## config.mk

```make
export PLATFORM = sky130hd
export DESIGN_NAME = si_tag_encoder
export DESIGN_NICKNAME = d
export VERILOG_FILES = /design/src/rtl/si_tag_encoder.sv
export SDC_FILE = /design/constraint.sdc
export NUM_CORES = 1
export LEC_CHECK = 0
export ABC_AREA = 1
export BUFFER_PORTS_ARGS = -buffer_cell sky130_fd_sc_hd__buf_2
export CAP_MARGIN = 20
export CORE_UTILIZATION = 35
export CTS_CLUSTER_DIAMETER = 200
export DETAILED_ROUTE_END_ITERATION = 6
export PLACE_DENSITY_LB_ADDON = 0.1
export RECOVER_POWER = 50
export SYNTH_ARGS = -nofsm -noshare
export SYNTH_HDL_FRONTEND = slang
export SYNTH_SLANG_ARGS = --single-unit
export TNS_END_PERCENT = 50
```

## constraint.sdc

```tcl
create_clock -name clk -period 4.19 [get_ports clk]
set_clock_uncertainty 0.05 [all_clocks]
set_input_delay 0.2095 -clock clk [delete_from_list [all_inputs] [get_ports clk]]
set_output_delay 0.2095 -clock clk [all_outputs]
set_load 0.05 [all_outputs]
```

## src/rtl/si_tag_encoder.sv

```systemverilog
// si_tag_encoder: serialises (time, channel) tags into 32-bit tag words packed into AXI-Stream beats
module si_tag_encoder #(
    parameter int CHANNEL_COUNT   = 20,
    parameter int DATA_WIDTH_OUT  = 128,
    parameter int KEEP_WIDTH_OUT  = DATA_WIDTH_OUT / 8,
    parameter int NUMBER_OF_WORDS = DATA_WIDTH_OUT / 32
) (
    input  logic                      clk,
    input  logic                      rst_n,
    input  logic                      s_axis_tvalid,
    output logic                      s_axis_tready,
    input  logic [63:0]               s_axis_tagtime,
    input  logic signed [5:0]         s_axis_channel,
    input  logic                      s_axis_tlast,
    output logic                      m_axis_tvalid,
    input  logic                      m_axis_tready,
    output logic [DATA_WIDTH_OUT-1:0] m_axis_tdata,
    output logic [KEEP_WIDTH_OUT-1:0] m_axis_tkeep,
    output logic                      m_axis_tlast,
    output logic [31:0]               m_axis_tuser,
    output logic [15:0]               drop_count
);
    localparam int LW = $clog2(NUMBER_OF_WORDS) + 1;

    typedef enum logic [1:0] {IDLE, DIVIDE, PACK, EMIT} state_t;

    state_t             state;
    logic [63:0]        quot;
    logic [11:0]        rem;
    logic [5:0]         count;
    logic signed [5:0]  tag_channel;
    logic               tag_last;
    logic               pending;
    logic [LW-1:0]      lane;
    logic [12:0]        trial;
    logic               ge;
    logic signed [7:0]  ch_x;
    logic               ch_ok;
    logic [5:0]         number;
    logic [31:0]        wrap;
    logic [31:0]        word;

    assign s_axis_tready = (state == IDLE);

    // Divider step, channel mapping and tag word assembly
    always_comb begin
        trial  = {rem, quot[63]};
        ge     = trial >= 13'd4000;
        ch_x   = 8'(tag_channel);
        ch_ok  = (ch_x != 8'sd0) && (ch_x <= CHANNEL_COUNT) && (ch_x >= -CHANNEL_COUNT);
        number = 6'(ch_x > 8'sd0 ? ch_x - 8'sd1 : 8'(CHANNEL_COUNT) - 8'sd1 - ch_x);
        wrap   = quot[43:12];
        word   = {2'b01, number, rem, quot[11:0]};
    end

    // Accept, divide, pack into the open beat and emit it
    always_ff @(posedge clk or negedge rst_n) begin
        if (!rst_n) begin
            state         <= IDLE;
            quot          <= '0;
            rem           <= '0;
            count         <= '0;
            tag_channel   <= '0;
            tag_last      <= 1'b0;
            pending       <= 1'b0;
            lane          <= '0;
            m_axis_tvalid <= 1'b0;
            m_axis_tdata  <= '0;
            m_axis_tkeep  <= '0;
            m_axis_tlast  <= 1'b0;
            m_axis_tuser  <= '0;
            drop_count    <= '0;
        end else begin
            case (state)
                IDLE: if (s_axis_tvalid) begin
                    quot        <= s_axis_tagtime;
                    rem         <= '0;
                    count       <= '0;
                    tag_channel <= s_axis_channel;
                    tag_last    <= s_axis_tlast;
                    state       <= DIVIDE;
                end
                DIVIDE: begin
                    quot  <= {quot[62:0], ge};
                    rem   <= ge ? 12'(trial - 13'd4000) : trial[11:0];
                    count <= count + 6'd1;
                    if (count == 6'd63) state <= PACK;
                end
                PACK: begin
                    pending <= 1'b0;
                    if (!ch_ok) begin
                        drop_count <= drop_count + {15'd0, drop_count != 16'hFFFF};
                        if (tag_last && lane != '0) begin
                            m_axis_tvalid <= 1'b1;
                            m_axis_tlast  <= 1'b1;
                            state         <= EMIT;
                        end else begin
                            state <= IDLE;
                        end
                    end else if (lane != '0 && wrap != m_axis_tuser) begin
                        // A wrap change closes the open beat; this word is packed afterwards
                        m_axis_tvalid <= 1'b1;
                        pending       <= 1'b1;
                        state         <= EMIT;
                    end else begin
                        m_axis_tdata[32*lane +: 32] <= word;
                        m_axis_tkeep[4*lane +: 4]   <= 4'hF;
                        m_axis_tuser                <= wrap;
                        lane                        <= lane + 1'b1;
                        if (tag_last || lane == LW'(NUMBER_OF_WORDS - 1)) begin
                            m_axis_tvalid <= 1'b1;
                            m_axis_tlast  <= tag_last;
                            state         <= EMIT;
                        end else begin
                            state <= IDLE;
                        end
                    end
                end
                EMIT: if (m_axis_tready) begin
                    m_axis_tvalid <= 1'b0;
                    m_axis_tdata  <= '0;
                    m_axis_tkeep  <= '0;
                    m_axis_tlast  <= 1'b0;
                    m_axis_tuser  <= '0;
                    lane          <= '0;
                    state         <= pending ? PACK : IDLE;
                end
                default: state <= IDLE;
            endcase
        end
    end
endmodule

```

Word-level counts from Yosys, hierarchy flattened:

Cells that the tools add are included.

* register bits: 289
* latch bits: 0
* memory bits (writable): 0
* bits in read-only memories: 0
* input bits: 75
* output and inout port bits: 195
* word-level logic and storage cells: 111
* memories: 0

* add/subtract/negate cells: 8
* multipliers: 0
* div/mod/pow operators: 0
* $lt $le $gt $ge: 4
* eq/ne operators: 16
* shift operators: 4
* mux-type cells: 47
* bitwise logic cells: 1
* reductions and logical operators: 17

Operator list (count)
* two-way mux 128 bit: 3
* case mux 128 bit (2 select lines): 1
* bitwise mux 128 bit: 1
* case mux 64 bit (2 select lines): 1
* variable shift 32 x 34 -> 128 bit (first input constant): 1
* variable part select 32 x 34 -> 128 bit: 1
* two-way mux 32 bit: 3
* two-way mux 64 bit: 1
* case mux 32 bit (2 select lines): 1
* two-way mux 16 bit: 3
* negation 5 -> 34 bit: 1
* negation 8 -> 34 bit: 1
* variable shift 4 x 34 -> 16 bit (first input constant): 1
* variable part select 4 x 34 -> 16 bit (first input constant): 1
* != test 32 bit: 1
* case mux 16 bit (2 select lines): 1
* two-way mux 12 bit: 2
* case mux 12 bit (2 select lines): 1
* adder 16 x 1 -> 16 bit: 1
* bitwise mux 16 bit: 1
* two-way mux 2 bit: 8
* != test 16 bit (second input constant): 1
* greater-or-equal comparator 13 x 12 -> 1 bit (second input constant): 1
* two-way mux 6 bit: 2
* 32 further kinds: 58

Longest topological paths before layout:

Gate-level depths: netlist of the first run.

* depth after elaboration: 7
* depth in mapped cells: 14
* gate-level depth less buffers: 13

Least setup slack after synthesis of the first run:

OpenSTA, ideal clock, no wires.

* path type: register to register
* start: reg lane[0]
* end: reg m_axis_tdata[30]
* data arrival time: 2.572 ns
* data required time: 4.020 ns
* slack: 1.448 ns
* cell stages (with the launch flop): 12
* buffers on the path: 4
* cell sequence: dfrtp_1 > inv_1 > clkbuf_1 > clkbuf_1 > ha_1 > clkbuf_1 > or4_1 > nand2_1 > nand3_1 > clkbuf_1 > nand2_1 > nand2_1

* longest elaborated chain between the ends: 6

RTL lines
* from (decl): line 34 `logic [LW-1:0] lane;`
* from (signal assigned): line 109 `lane <= lane + 1'b1;`
* negation 8 -> 34 bit: line 106 `m_axis_tdata[32*lane +: 32] <= word;`
* variable part select 32 x 34 -> 128 bit / variable shift 32 x 34 -> 128 bit (equally long branches): line 106
* bitwise mux 128 bit: line 106
* two-way mux 128 bit: line 100 `end else if (lane != '0 && wrap != m_axis_tuser) begin`
* two-way mux 128 bit: line 91 `if (!ch_ok) begin`
* case mux 128 bit (2 select lines): line 74 `case (state)`
* to (signal, indexed assignment): line 106
* to (decl): line 17 `output logic [DATA_WIDTH_OUT-1:0] m_axis_tdata,`

Parallel ways exist; a longest one is shown, timed or not. The select of a mux whose other input is x is not followed.
A chain may end at the register's enable or synchronous reset.

Worst setup path in the final report of the first run:

* start: reg tag_channel[2]
* end: reg m_axis_tuser[30]

* longest elaborated chain between the ends: 5

RTL lines
* from (decl): line 31 `logic signed [5:0] tag_channel;`
* from (signal assigned): line 79 `tag_channel <= s_axis_channel;`
* <= comparator 6 bit / nonzero test 8 bit (equally long branches): line 50 `ch_ok = (ch_x != 8'sd0) && (ch_x <= CHANNEL_COUNT) && (ch_x >= -CHANNEL_COUNT);`
* logical AND 1 bit: line 50
* logical AND 1 bit (*): line 50
* != test 2 bit (no line) (*)
* AND reduction 4 bit (no line) (*)
* to (signal assigned): line 108 `m_axis_tuser <= wrap;`
* to (decl): line 20 `output logic [31:0] m_axis_tuser,`

Mark *: on every way between the ends. The rest lies on a longest branch, timed or not.

==> flow_metrics.env, run 1 <==
export IMPL_grt_ovfl_total=0
export IMPL_dieArea_um2=37500
export IMPL_worst_slew_pin_slew_ns=2.96
export IMPL_start_util_pct=35.9
export IMPL_avgSynthCellArea_um2=8.28
export IMPL_rsz0062_at_grt="false"
export IMPL_p_per_area_nw_per_um2=802
export IMPL_synthAdderAreaFrac_pct=1.46
export IMPL_final_setup_viol_count=0
export IMPL_boundaryPins=270
export IMPL_grt_max_degree=110
export IMPL_drv_cap=1
export IMPL_netlist_area_um2=12900
export IMPL_synth_edff_count=0
export IMPL_violations="capacitance limit, slew limit"
export IMPL_fin_area_um2=16000
export IMPL_worstSetupStartpointType="flip-flop"
export IMPL_core_area_um2=35800
export IMPL_syn_inst=1554
export IMPL_period_share_pct=73.5
export IMPL_min_path_type="input port to flip-flop"
export IMPL_grt_pass1_wl_um=64900
export IMPL_cts_made_buffers=31
export IMPL_leakagePower_nw=8.00
export IMPL_clock_latency_ns=0.56
export IMPL_nFillCells=3700
export IMPL_cp_required_ns=4.54
export IMPL_dpl_cell_count=2186
export IMPL_fmax_mhz=325
export IMPL_ys_types=36
export IMPL_wl_per_cell_um=17.6
export IMPL_synth_xor_area_share_pct=2.86
export IMPL_path_class="flip-flop to flip-flop"
export IMPL_viasPerCell=5.04
export IMPL_cts_tree="built"
export IMPL_status="finished, violations left"
export IMPL_synth_top_family_by_area="simple AND/OR/NAND/NOR gates"
export IMPL_antenna_found_initial=1
export IMPL_track_usage_pct=21.4
export IMPL_syn_to_final_growth_pct=24.4
export IMPL_hold_buffers=72
export IMPL_placed_area_um2=14500
export IMPL_postCtsSetupRepairBufs=0
export IMPL_io_buffers=265
export IMPL_dr_pass1_iters=7
export IMPL_final_cells=2316
export IMPL_antenna_left=0
export IMPL_cts_clk_slew_worst_paths_ns=0.06
export IMPL_cts_sinks=269
export IMPL_critPathMaxFanout=68
export IMPL_seq_area_frac_synth_pct=52.3
export IMPL_die_w_um=194
export IMPL_cts_resized=0
export IMPL_drive_gt1_share_pct=10.3
export IMPL_drt_total_wl_um=40700
export IMPL_slew_headroom_pct=-97.3
export IMPL_ys_flop_type="dfrtp_1"
export IMPL_worstSetupEndpointType="flip-flop"
export IMPL_ir_drop_mv=0.450
export IMPL_first_iter_violations=622
export IMPL_grt_pass1_vias=11500
export IMPL_final_nets=1921
export IMPL_synthArstFlopShare_pct=100
export IMPL_synthMuxAreaShare_pct=0
export IMPL_yosys_area_share_simple_pct=26.6
export IMPL_row_count=69
export IMPL_cts_buffer_depth=3
export IMPL_htree_levels=1
export IMPL_drc_errors=0
export IMPL_dieHeight_um=194
export IMPL_num_vias=11700
export IMPL_crit_arrival_ns=3.43
export IMPL_fin_crit_ns=3.08
export IMPL_yosys_warnings=0
export IMPL_cts_root_buf="clkbuf_16"
export IMPL_dp_hpwl_um=26800
export IMPL_final_max_slew_viol_count=109
export IMPL_gp_congestion=0.851
export IMPL_antenna_cells=0
export IMPL_ys_seq_elements=269
export IMPL_fin_tns_setup_ns=0
export IMPL_synth_compound_area_share_pct=8.85
export IMPL_hold_viol=0
[path summary, 6_finish.rpt]
check | startpoint | end | slack, ns | cells after the start
max in group asynchronous | rst_n | m_axis_tdata[45]$_DFFE_PN0P_ | 1.26 | 2
max | tag_channel[2]$_DFFE_PN0P_ | m_axis_tuser[30]$_DFFE_PN0P_ | 1.11 | 11
min in group asynchronous | rst_n | drop_count[7]$_DFFE_PN0P_ | 1.06 | 2
min reg2reg | m_axis_tdata[38]$_DFFE_PN0P_ | m_axis_tdata[38]$_DFFE_PN0P_ | 0.42 | 2
min | m_axis_tready | m_axis_tvalid$_DFFE_PN0P_ | 0.13 | 6
max reg2reg | tag_channel[2]$_DFFE_PN0P_ | m_axis_tuser[30]$_DFFE_PN0P_ | 1.11 | 11
[cells in the mapped netlist (2+ instances only)]
| cell type | n | share of area [%] |
|---|---|---|
| nand2_1 | 496 | 14 |
| dfrtp_1 | 269 | 52 |
| nand4_1 | 127 | 6.2 |
| inv_1 | 111 | 3.2 |
| clkbuf_1 | 72 | 2.1 |
| nor2_1 | 69 | 2.0 |
| nor3_1 | 60 | 2.3 |
| a21oi_1 | 57 | 2.2 |
| o21ai_0 | 57 | 2.2 |
| o22ai_1 | 56 | 2.7 |
| xnor2_1 | 34 | 2.3 |
| buf_2 | 29 | 1.1 |
| nand3_1 | 26 | 1.0 |
| buf_4 | 20 | 1.2 |
| a22oi_1 | 16 | 0.93 |
| ha_1 | 15 | 1.5 |
| xor2_1 | 8 | 0.54 |
| nor4_1 | 7 | 0.34 |
| inv_2 | 4 | 0.12 |
| o21ai_1 | 3 | 0.12 |
| o211ai_1 | 2 | 0.12 |
| or2_2 | 2 | 0.097 |
[logic make-up after synthesis]
| group | Yosys count |
|---|---|
| AO/OA/AOI/OAI | 199 |
| XOR/XNOR | 42 |
| adder cells (fa/ha/maj) | 15 |
| buffers and inverters | 238 |
| flip-flops | 269 |
| other | 1 |
| AND/OR/NAND/NOR | 790 |
[cell type report]
cell class                      count  area, um2  area share, %
Clock buffer                       48        970           6.06
Clock inverter                      9       48.8          0.305
Tap cell                          461        577           3.61
Timing Repair Buffer              363       2060           12.9
Inverter                          116        435           2.72
Sequential cell                   269       6730           42.1
Multi-Input combinational cell   1050       5170           32.4
[per-layer routing]
metal  track usage [%]  vias up  part of all wire [%]  routed length, um
met3              3.76       65                   5.8               2370
met5                 0        -                 0.025                 10
li1                  -     5710                     -                  -
met1              30.2     5585                    47              19000
met4              5.27        2                   2.3                945
met2              34.2      308                    45              18300
[critical path, cell delays in order (launching register included)]
cell	delay, ns
dfrtp_1	0.44
inv_1	0.16
ha_1	0.28
nor2_1	0.07
nand3_1	0.08
o211ai_2	0.22
o21ai_4	0.26
buf_4	0.59
nand2_2	0.15
buf_4	0.34
nand2_1	0.12
o21ai_0	0.10
[state kept, by name, indices dropped and copies added (netlist names)]
| signal | cells |
|---|---|
| count | 6 |
| drop_count | 16 |
| lane | 3 |
| m_axis_tdata | 124 |
| m_axis_tlast | 1 |
| m_axis_tuser | 32 |
| m_axis_tvalid | 1 |
| pending | 1 |
| quot | 64 |
| rem | 12 |
| state | 2 |
| tag_channel | 6 |
| tag_last | 1 |
[through the flow]
stage | util [%] | setup slack (ns) | hold WS (ns) | power [mW]
2_1_floorplan | - | 1.45 | -0.136 | 8.53
3_3_place_gp | 40.4 | 1.20 | 0.296 | 10.2
3_5_place_dp | 40.4 | 1.15 | 0.296 | 10.3
4_1_cts | 45.2 | 1.12 | 0.00204 | 13.0
5_1_grt | 44.6 | 0.589 | 0.134 | 13.7
6_report | 44.6 | 1.11 | 0.134 | 12.8
[report_power, final]
group          internal, mW  switching [mW]  total [mW]  leakage (nW)
registers              3.36           0.692        4.06          3.48
clock network          1.58            1.09        2.67         0.516
logic                  1.45            4.66        6.11          4.01
[cells in the final DEF, fill, tap and decap left out, types with 5 or more instances in the layout]
master,count
o22ai_1,56
nor2_1,63
nand4_1,127
nor3_1,60
o21ai_0,57
nor2_2,5
nand3_1,26
dfrtp_1,269
inv_2,6
nand2_1,495
clkbuf_16,31
a21oi_1,57
xnor2_1,34
clkbuf_1,174
clkbuf_8,13
dlygate4sd3_1,73
xor2_1,8
ha_1,15
clkinv_2,8
a22oi_1,16
buf_4,23
buf_2,94
nor4_1,7
inv_1,109
Note: power is estimated with default switching activity, not from simulation.
==> run 2: changes to the inputs <==
==> constraint.sdc (replaced) <==
create_clock -name clk -period 3.2 [get_ports clk]
set_clock_uncertainty 0.05 [all_clocks]
set_input_delay 0.16 -clock clk [delete_from_list [all_inputs] [get_ports clk]]
set_output_delay 0.16 -clock clk [all_outputs]
set_load 0.05 [all_outputs]
==> run 2 against run 1 <==
Effect of this change:
- the run still ends with capacitance limit, slew limit left
- routed wire length fell by 0.64%
- count of clock-buffer cells in the layout up 3
- via count about the same
- non-clock buffer count is 11 higher
- maximum frequency up 18%
- total power rose by 36%
- sequential cell count is the same
==> flow_metrics.env, run 2 (same netlist as run 1, synthesis figures left out) <==
export IMPL_core_area_um2=35800
export IMPL_viasPerCell=5.01
export IMPL_fin_tns_setup_ns=0
export IMPL_crit_family="buffers and inverters"
export IMPL_p_per_area_nw_per_um2=1070
export IMPL_reg_top3="m_axis_tdata x124, quot x64, m_axis_tuser x32"
export IMPL_fin_crit_ns=2.61
export IMPL_cts_tree="built"
export IMPL_worst_slew_pin_slew_ns=1.80
export IMPL_cts_made_buffers=34
export IMPL_start_util_pct=35.9
export IMPL_row_count=69
export IMPL_die_w_um=194
export IMPL_hold_viol=0
export IMPL_final_max_slew_viol_count=67
export IMPL_gp_congestion=0.811
export IMPL_cts_sinks=269
export IMPL_antenna_cells=0
export IMPL_grt_ovfl_total=0
export IMPL_drc_errors=0
export IMPL_postCtsSetupRepairBufs=0
export IMPL_num_vias=11700
export IMPL_reg2regPathDepth=9
export IMPL_dieHeight_um=194
export IMPL_cp_required_ns=3.60
export IMPL_clock_latency_ns=0.52
export IMPL_cts_resized=0
export IMPL_largest_reg_flops=124
export IMPL_max_stage_delay_ns=0.65
export IMPL_crit_buf_inv=2
export IMPL_grt_max_degree=70
export IMPL_wl_per_cell_um=17.3
export IMPL_status="finished, violations left"
export IMPL_worstSetupStartpointType="flip-flop"
export IMPL_crit_arrival_ns=3.01
export IMPL_period_share_pct=81.5
export IMPL_boundaryPins=270
export IMPL_grt_pass1_wl_um=65400
export IMPL_cp_depth=9
export IMPL_fmax_mhz=383
export IMPL_rsz0062_at_grt="false"
export IMPL_cts_clk_slew_worst_paths_ns=0.06
export IMPL_mostFrequentLayoutCells="nand2_1, dfrtp_1, buf_2, nand4_1, inv_1"
export IMPL_critPathMaxFanout=69
export IMPL_min_path_type="input port to flip-flop"
export IMPL_leakagePower_nw=8.42
export IMPL_worstSetupEndpointType="flip-flop"
export IMPL_slowest_stage="buf_4"
export IMPL_cts_root_buf="clkbuf_16"
export IMPL_grt_pass1_vias=11500
export IMPL_drt_total_wl_um=40400
export IMPL_track_usage_pct=21.7
export IMPL_path_class="flip-flop to flip-flop"
export IMPL_cts_buffer_depth=3
export IMPL_syn_to_final_growth_pct=27.0
export IMPL_antenna_found_initial=1
export IMPL_io_buffers=265
export IMPL_antenna_left=0
export IMPL_violations="capacitance limit, slew limit"
export IMPL_crit_chain="inv_1 -> ha_1 -> nor2_1 -> nand3_1 -> o211ai_2 -> o21ai_4 -> buf_4 -> nand4_1 -> nand2_1"
export IMPL_dieArea_um2=37500
export IMPL_holdWs_ns=0.154
export IMPL_dr_pass1_iters=5
export IMPL_slew_headroom_pct=-19.9
export IMPL_final_nets=1935
export IMPL_drive_gt1_share_pct=14.8
export IMPL_mostFrequentLayoutCell="nand2_1"
export IMPL_drv_cap=1
export IMPL_htree_levels=2
export IMPL_final_setup_viol_count=0
export IMPL_top_register="m_axis_tdata"
export IMPL_first_iter_violations=685
export IMPL_ir_drop_mv=0.557
export IMPL_worstHoldPathCells=6
export IMPL_dp_hpwl_um=27200
-- run 2: routing by layer --
layer / routed length, um / vias up / global-route usage, %
met3: 2500 / 47 / 4.54
met5: 17 / - / 0
li1: - / 5740 / -
met1: 18700 / 5577 / 30.6
met4: 692 / 2 / 4.98
met2: 18500 / 313 / 34.1
-- run 2: layout make-up --
| class | count | area [um2] |
|---|---|---|
| inverter | 116 | 435 |
| clock inverter | 9 | 120 |
| sequential | 269 | 6730 |
| tap | 461 | 577 |
| multi-input combinational | 1050 | 5170 |
| clock buffer | 51 | 1050 |
| timing repair buffer | 374 | 2250 |
| fill | 3661 | 19500 |
-- run 2: worst paths after layout --
check,startpoint,to,slack (ns)
worst max register to register,tag_channel[2]$_DFFE_PN0P_,m_axis_tdata[36]$_DFFE_PN0P_,0.59
worst max-delay path,tag_channel[2]$_DFFE_PN0P_,m_axis_tdata[36]$_DFFE_PN0P_,0.59
worst min-delay path,m_axis_tready,m_axis_tvalid$_DFFE_PN0P_,0.15
min in group asynchronous,rst_n,drop_count[10]$_DFFE_PN0P_,0.63
worst min register to register,m_axis_tdata[35]$_DFFE_PN0P_,m_axis_tdata[35]$_DFFE_PN0P_,0.42
max in group asynchronous,rst_n,quot[60]$_DFFE_PN0P_,0.72
-- run 2: through the flow --
| step | util, % | total power [mW] | setup WS (ns) | instances | instance area, um2 |
|---|---|---|---|---|---|
| 6_report | 45.6 | 17.4 | 0.590 | 2330 | 16300 |
| 5_1_grt | 45.6 | 18.6 | 0.231 | 2330 | 16300 |
| 4_1_cts | 46.0 | 17.6 | 0.589 | 2329 | 16500 |
| 3_5_place_dp | 40.7 | 13.5 | 0.592 | 2197 | 14600 |
| 3_3_place_gp | 40.7 | 13.4 | 0.573 | 2197 | 14600 |
| 2_1_floorplan | - | 11.2 | 0.458 | 1557 | 12900 |
-- run 2: timing repair --
item	in CTS	in global routing
hold buffers	72	1
hold endpoints to repair	133	1
setup endpoints to repair	0	0
-- run 2: report_power, final --
| part | total, mW | switching (mW) | internal [mW] |
|---|---|---|---|
| registers | 5.30 | 0.891 | 4.40 |
| logic | 8.15 | 6.11 | 2.04 |
| clock network | 3.98 | 1.48 | 2.50 |
-- run 2: worst register-to-register path, cell delays in order (launching register included) --
cell and delay (ns):
dfrtp_1 0.43, inv_1 0.13, ha_1 0.28, nor2_1 0.07
nand3_1 0.08, o211ai_2 0.19, o21ai_4 0.27, buf_4 0.65
nand4_1 0.28, nand2_1 0.12
==> run 3: changes to the inputs <==
==> constraint.sdc (replaced) <==
create_clock -name clk -period 2.5 [get_ports clk]
set_clock_uncertainty 0.05 [all_clocks]
set_input_delay 0.125 -clock clk [delete_from_list [all_inputs] [get_ports clk]]
set_output_delay 0.125 -clock clk [all_outputs]
set_load 0.05 [all_outputs]
==> run 3 against run 2 <==
Effect of this change:
- the run now ends clean
- global-route usage fell by 0.078 points
- first-iteration DRC count is 3.2% higher
- die area unchanged
- via count is 0.44% higher
- sequential power increased by 28%
- register-to-register slack lost 0.40 ns
- cell area increased by 0.77%
- maximum frequency rose by 13%
- worst setup slack worse by 0.40 ns
- final cell count up 0.60%
- hold slack worse by 0.053 ns
- combinational power is 33% higher
- critical path type unchanged
- highest routed layer is now met4
==> flow_metrics.env, run 3 (same netlist as run 1, synthesis figures left out) <==
export IMPL_antenna_left=0
export IMPL_path_class="flip-flop to flip-flop"
export IMPL_reg_top3="m_axis_tdata x124, quot x64, m_axis_tuser x32"
export IMPL_critPathMaxFanout=24
export IMPL_fin_crit_ns=2.31
export IMPL_start_util_pct=35.9
export IMPL_largest_reg_flops=124
export IMPL_ir_drop_mv=0.736
export IMPL_antenna_cells=0
export IMPL_slew_headroom_pct=17.8
export IMPL_setup_ws_ns=0.189
export IMPL_row_count=69
export IMPL_htree_levels=2
export IMPL_grt_max_degree=87
export IMPL_final_max_slew_viol_count=0
export IMPL_cts_tree="built"
export IMPL_min_path_type="input port to flip-flop"
export IMPL_wl_per_cell_um=17.3
export IMPL_first_iter_violations=707
export IMPL_antenna_found_initial=1
export IMPL_p_per_area_nw_per_um2=1370
export IMPL_place_ws_ns=0.149
export IMPL_hold_viol=0
export IMPL_num_vias=11700
export IMPL_syn_to_final_growth_pct=28.0
export IMPL_cp_required_ns=2.89
export IMPL_grt_pass1_wl_um=65200
export IMPL_status="finished, final reports clean"
export IMPL_final_setup_viol_count=0
export IMPL_worstSetupEndpointType="flip-flop"
export IMPL_cts_clk_slew_worst_paths_ns=0.06
export IMPL_die_w_um=194
export IMPL_cts_buffer_depth=3
export IMPL_track_usage_pct=21.6
export IMPL_crit_arrival_ns=2.70
export IMPL_drc_errors=0
export IMPL_fmax_mhz=433
export IMPL_top_register="m_axis_tdata"
export IMPL_rr_startpoint="lane[0]$_DFFE_PN0P_"
export IMPL_worst_slew_pin_slew_ns=1.23
export IMPL_clock_latency_ns=0.51
export IMPL_worstSetupStartpointType="flip-flop"
export IMPL_cts_made_buffers=34
export IMPL_mostFrequentLayoutCells="nand2_1, dfrtp_1, buf_2, nand4_1, inv_1"
export IMPL_fin_tns_setup_ns=0
export IMPL_cp_startpoint="lane[0]$_DFFE_PN0P_"
export IMPL_rsz0062_at_grt="false"
export IMPL_grt_pass1_vias=11600
export IMPL_cts_root_buf="clkbuf_16"
export IMPL_viasPerCell=5.00
export IMPL_grt_ovfl_total=0
export IMPL_cts_sinks=269
export IMPL_period_share_pct=92.5
export IMPL_dp_hpwl_um=27100
export IMPL_dieArea_um2=37500
export IMPL_core_area_um2=35800
export IMPL_drt_total_wl_um=40600
export IMPL_drv_cap=0
export IMPL_gp_congestion=0.840
export IMPL_io_buffers=265
export IMPL_final_nets=1950
export IMPL_hold_start="m_axis_tready"
export IMPL_dieHeight_um=194
export IMPL_drive_gt1_share_pct=15.7
export IMPL_mostFrequentLayoutCell="nand2_1"
export IMPL_dr_pass1_iters=5
export IMPL_leakagePower_nw=8.49
export IMPL_boundaryPins=270
run 3: worst max-delay path, stage by stage (launching register included):
cell     delay (ns)
dfrtp_2        0.43
inv_1          0.10
ha_1           0.21
ha_1           0.32
or4_1          0.52
nor2_2         0.18
buf_12         0.19
nand4_1        0.12
nand2_1        0.10
run 3: worst paths after layout:
| path | to | slack [ns] | depth (start not counted) |
|---|---|---|---|
| setup / recovery | m_axis_tdata[22]$_DFFE_PN0P_ | 0.19 | 8 |
| hold / removal | m_axis_tvalid$_DFFE_PN0P_ | 0.10 | 6 |
| setup reg to reg | m_axis_tdata[22]$_DFFE_PN0P_ | 0.19 | 8 |
| hold reg to reg | m_axis_tdata[37]$_DFFE_PN0P_ | 0.42 | 2 |
| max in group asynchronous | m_axis_tuser[28]$_DFFE_PN0P_ | 0.52 | 3 |
| min in group asynchronous | m_axis_tdata[88]$_DFFE_PN0P_ | 0.39 | 2 |
run 3: area by class of cell:
class / count / area [um2]
Timing Repair Buffer: 389 / 2400
Multi-Input combinational cell: 1050 / 5180
Tap cell: 461 / 577
Fill cell: 3629 / 19400
Inverter: 116 / 435
Clock inverter: 7 / 63.8
Clock buffer: 52 / 1070
Sequential cell: 269 / 6730
run 3: through the flow:
stage | hold WS, ns | instance area [um2] | cells | total power, mW | util (%)
floorplan | -0.221 | 12900 | 1557 | 14.3 | -
global placement | 0.155 | 14700 | 2210 | 17.5 | 41.1
detailed placement | 0.155 | 14700 | 2210 | 17.6 | 41.1
CTS | 0.0858 | 16600 | 2342 | 22.7 | 46.3
global route | 0.153 | 16500 | 2344 | 24.0 | 46.0
finish | 0.101 | 16500 | 2344 | 22.5 | 46.0
run 3: power breakdown:
| group | internal [mW] | switching (mW) | total, mW | leakage, nW |
|---|---|---|---|---|
| clock | 3.04 | 1.90 | 4.94 | 0.568 |
| combinational | 2.88 | 7.91 | 10.8 | 4.44 |
| sequential | 5.64 | 1.14 | 6.78 | 3.48 |
run 3: per-layer routing:
metal,GRT usage (%),part of all wire [%]
met5,0,0
met4,5.21,2.0
met3,4.56,5.9
met2,34.5,46
met1,30.0,46
run 3: timing repair:
| action | CTS | global route |
|---|---|---|
| hold buffers | 73 | 0 |
| gates resized for setup | 0 | 4 |
| endpoints found under the setup margin | 0 | 36 |
| setup buffers | 0 | 2 |
| hold endpoints to repair | 152 | 0 |
